===== src/rtl/gate_motor_driver.sv =====
// Gate motor driver: turns open/close commands into exclusive forward/reverse
// drives with limit stops, reversal dead time, obstacle reversal and a travel watchdog.
module gate_motor_driver #(
  parameter int TRAVEL_TIMEOUT = 1000,
  parameter int DEAD_CYCLES    = 8
) (
  input  logic clk,
  input  logic reset,
  input  logic gate_open,
  input  logic gate_close,
  input  logic limit_open,
  input  logic limit_closed,
  input  logic obstacle,
  output logic motor_fwd,
  output logic motor_rev,
  output logic at_open,
  output logic at_closed,
  output logic fault
);

  localparam int TW = $clog2(TRAVEL_TIMEOUT + 1);
  localparam int DW = $clog2(DEAD_CYCLES + 1);

  localparam logic [TW-1:0] TIMER_LAST = TW'(TRAVEL_TIMEOUT - 1);
  localparam logic [DW-1:0] DEAD_LAST  = DW'(DEAD_CYCLES - 1);

  localparam logic [2:0] S_IDLE    = 3'd0;
  localparam logic [2:0] S_OPENING = 3'd1;
  localparam logic [2:0] S_OPEN    = 3'd2;
  localparam logic [2:0] S_CLOSING = 3'd3;
  localparam logic [2:0] S_CLOSED  = 3'd4;
  localparam logic [2:0] S_DEAD    = 3'd5;
  localparam logic [2:0] S_FAULT   = 3'd6;

  logic [2:0]    state_q, state_d;
  logic [TW-1:0] timer_q, timer_d;
  logic [DW-1:0] dead_q, dead_d;
  // Direction to take once the dead time expires: 1 = opening, 0 = closing.
  logic          pend_open_q, pend_open_d;

  logic open_req, close_req;

  assign open_req  = gate_open & ~gate_close;
  assign close_req = gate_close & ~gate_open;

  always_comb begin
    state_d     = state_q;
    timer_d     = timer_q;
    dead_d      = dead_q;
    pend_open_d = pend_open_q;
    if ((state_q != S_FAULT) && limit_open && limit_closed) begin
      state_d = S_FAULT;
    end else begin
      case (state_q)
        S_IDLE: begin
          if (open_req) begin
            if (limit_open) begin
              state_d = S_OPEN;
            end else begin
              state_d = S_OPENING;
              timer_d = '0;
            end
          end else if (close_req) begin
            if (limit_closed) begin
              state_d = S_CLOSED;
            end else begin
              state_d = S_CLOSING;
              timer_d = '0;
            end
          end
        end
        S_OPENING: begin
          if (limit_open) begin
            state_d = S_OPEN;
          end else if (close_req) begin
            state_d     = S_DEAD;
            dead_d      = '0;
            pend_open_d = 1'b0;
          end else if (timer_q == TIMER_LAST) begin
            state_d = S_FAULT;
          end else begin
            timer_d = timer_q + 1'b1;
          end
        end
        S_CLOSING: begin
          if (limit_closed) begin
            state_d = S_CLOSED;
          end else if (obstacle || open_req) begin
            state_d     = S_DEAD;
            dead_d      = '0;
            pend_open_d = 1'b1;
          end else if (timer_q == TIMER_LAST) begin
            state_d = S_FAULT;
          end else begin
            timer_d = timer_q + 1'b1;
          end
        end
        S_OPEN: begin
          // A close request while blocked is dropped, not remembered.
          if (close_req && !obstacle) begin
            state_d = S_CLOSING;
            timer_d = '0;
          end
        end
        S_CLOSED: begin
          if (open_req) begin
            state_d = S_OPENING;
            timer_d = '0;
          end
        end
        S_DEAD: begin
          if (dead_q == DEAD_LAST) begin
            state_d = pend_open_q ? S_OPENING : S_CLOSING;
            timer_d = '0;
          end else begin
            dead_d = dead_q + 1'b1;
          end
        end
        S_FAULT: begin
          state_d = S_FAULT;
        end
        default: begin
          state_d = S_IDLE;
        end
      endcase
    end
  end

  always_ff @(posedge clk) begin
    if (reset) begin
      state_q     <= S_IDLE;
      timer_q     <= '0;
      dead_q      <= '0;
      pend_open_q <= 1'b0;
    end else begin
      state_q     <= state_d;
      timer_q     <= timer_d;
      dead_q      <= dead_d;
      pend_open_q <= pend_open_d;
    end
  end

  assign motor_fwd = (state_q == S_OPENING);
  assign motor_rev = (state_q == S_CLOSING);
  assign at_open   = (state_q == S_OPEN);
  assign at_closed = (state_q == S_CLOSED);
  assign fault     = (state_q == S_FAULT);

endmodule


===== config.mk =====
export PLATFORM = sky130hd
export DESIGN_NAME = gate_motor_driver
export DESIGN_NICKNAME = d
export VERILOG_FILES = /design/src/rtl/gate_motor_driver.sv
export SDC_FILE = /design/constraint.sdc
export NUM_CORES = 1
export LEC_CHECK = 0
export ABC_AREA = 1
export CORE_MARGIN = 5
export CORE_UTILIZATION = 61
export DETAILED_ROUTE_END_ITERATION = 7
export PLACE_DENSITY = 0.88
export SLEW_MARGIN = 20
export SYNTH_ARGS = -nofsm -noshare
export SYNTH_HDL_FRONTEND = slang
export SYNTH_SLANG_ARGS = --single-unit

===== constraint.sdc =====
create_clock -name clk -period 3.1 [get_ports clk]
set_clock_uncertainty 0.05 [all_clocks]
set_input_delay 0.62 -clock clk [delete_from_list [all_inputs] [get_ports clk]]
set_output_delay 0.62 -clock clk [all_outputs]
set_load 0.02 [all_outputs]

==> impl_metrics.toml <==
[outcome]
status = "completed"

[sta]
relSlewSlack = 0.7973
fin_crit_ns = 2.593
hold_violations = 0
final.setup.tns_ns = 0
finalCritPeriodShare = 0.8364
holdWs_ns = 0.4516
finalMaxSlewViolations = 0
final-setup-viol-count = 0
rsz0062_at_grt = "false"
worstMarginPinSlew_ns = 0.3009
fmax_mhz = 385.7
worst_slack_ns = 0.5070

[setup_path]
required_ns = 2.43
arrival_ns = 1.92
crit_path_start = "state_q[0]$_SDFFE_PP0P_"
reg2reg_to = "dead_q[1]$_SDFFE_PP0P_"
r2r_slack_ns = 1.04
start_kind = "flop"
critical_path.max_fanout = 13
cp-endpoint = "motor_rev"
reg2regPathDepth = 9
end_kind = "primary output"
path_class = "reg -> out"
r2r_start = "state_q[2]$_SDFFE_PP0P_"

[clocking]
cts_buffers = 3
clockRootBuffer = "clkbuf_4"
cts_buffer_depth = 2
path_clk_slew_ns = 0.12
cts_max_level = 1
insertion_delay_ns = 0.31
tritoncts = "done"
hold_buffers = 0
cts_resized = 0
cts_sinks = 18
cts_setup_buffers = 0

[synthesis]
yosysSeqAreaShare = 0.2664
synth_top_area_frac = 0.2664
avgSynthCellArea_um2 = 5.906
syn_nets = 240
ys_ff_latch = 18
synth.area.top_cells = "dfxtp_1, nand2_1, nor2_1"
synth.largest_area_cell = "dfxtp_1"
synth_cells = 229
synth_cell_type_count = 28
synth_area_um2 = 1353
yosysWarnings = 0

[finish]
seqCellArea_um2 = 360.3
nets = 254
final_cell_area_um2 = 1523
multi_input_area_um2 = 875.8
fillers = 203
layout_common_cells = "nand2_1, nor2_1, inv_1, dfxtp_1, a21oi_1"
area_growth_pct = 12.58
drive_gt1_frac = 0.08264
num_antenna_cells = 0
layout_commonest_cell = "nand2_1"

[placed_design]
dpl.hpwl_mm = 2.335
place.gp.congestion = 0.9605
port_buffers = 11
preCtsSetupSlack_ns = 0.4752
place_area_um2 = 1486

[routing]
drc = 0
ant_nets = 0
routed_wl_mm = 3.060
vias_per_cell = 5.344
drtIter0Drc = 37
drt-pass1-iter-count = 4
route.detailed.wl_per_inst_um = 11.33
vias = 1443

[power]
ir_worst_vdd_mv = 0.4329
leakage_uw = 0.0006238
power_density_nw_per_um2 = 654.0

[floorplanning]
initial_core_util = 0.6234
dieArea_um2 = 3259
rows = 17
die_height_um = 57.09
top_level_ports = 12
fp.coreArea_um2 = 2170
die_w_um = 57.09

[global_routing]
overflow = 0
antenna_found_initial = 0
grt_max_degree = 16
first_global_vias = 1310
grt_pass1_wl_mm = 5.388
grt_usage = 0.1990

[job]
maxCapViolCount = 0

[hold_path]
min_path_type = "reg -> reg"
==> cells in the mapped netlist <==
library cell,count
nor3_1,6
or2_2,2
nand4_1,3
nor3b_1,1
clkbuf_1,2
a211oi_1,1
a31oi_1,1
nor2_2,4
nand3_1,10
inv_2,5
inv_1,21
o21ai_1,2
o2111ai_1,3
dfxtp_1,18
o21ai_0,9
nor2_1,30
xor2_1,3
nor2_4,1
o21bai_1,1
o211ai_2,1
a21oi_1,17
a21oi_2,1
o21a_1,2
ha_1,4
buf_6,1
nand2_1,78
xnor2_1,1
nand2_2,1
==> metal layers <==
layer,global-route usage,share of wire,vias to the layer above
met3,0.02715,0.033,4
met4,0.05629,0.011,0
li1,-,-,768
met5,0,0,-
met2,0.3442,0.47,33
met1,0.2576,0.49,638
==> cells by family (layout without fill, tap and decap cells) <==
kind of cell	count (synthesis)	in the layout	synth area share
DFF	18	18	0.2664
buffers and inverters	29	42	0.08604
AOI/OAI and AO/OA	38	38	0.1656
adders and majority gates	4	4	0.03700
and+or+nand+nor	136	136	0.4191
xor gates and xnor gates	4	4	0.02591
==> layout make-up <==
cell class,instances,area share
flip-flops and latches,18,0.2366
well taps,28,0.02301
multi-input cells,182,0.5752
repair buffers,12,0.07724
inverters,26,0.06409
clock buffers,4,0.02383
==> flip-flops by register name, summed over array words and instances (netlist names) <==
signal,cells
timer_q,10
dead_q,4
state_q,3
pend_open_q,1
==> worst min-delay path by stage <==
stage                                   startpoint                        to  slack [ns]  depth (start not counted)
after floorplan            timer_q[7]$_SDFFE_PP0P_   timer_q[7]$_SDFFE_PP0P_        0.41                          2
after global placement    pend_open_q$_SDFFE_PP0P_  pend_open_q$_SDFFE_PP0P_        0.44                          2
after detailed placement  pend_open_q$_SDFFE_PP0P_  pend_open_q$_SDFFE_PP0P_        0.44                          2
after CTS                 pend_open_q$_SDFFE_PP0P_  pend_open_q$_SDFFE_PP0P_        0.45                          2
after global routing       timer_q[8]$_SDFFE_PP0P_   timer_q[8]$_SDFFE_PP0P_        0.49                          2
final                     pend_open_q$_SDFFE_PP0P_  pend_open_q$_SDFFE_PP0P_        0.45                          2
==> worst max-delay path: stages (launching register included) <==
cell	delay, ns
dfxtp_1	0.45
nand2_2	0.23
nor2_2	0.28
clkdlybuf4s50_1	0.65
==> where the power goes <==
group | internal, µW | total, µW | switching [µW] | leakage, µW
logic | 177 | 526 | 349 | 0.000457
clock network | 71.7 | 152 | 80.7 | 0.0000210
registers | 270 | 317 | 47.8 | 0.000146
==> per-stage QoR <==
stage	instances	utilization	total power, µW
floorplan	229	-	725.8
global placement	266	0.6851	842.0
detailed placement	266	0.6851	841.1
CTS	270	0.7018	991.2
global route	270	0.7018	1083
finish	270	0.7018	995.9
No activity file was read; power rests on OpenSTA's default activity.
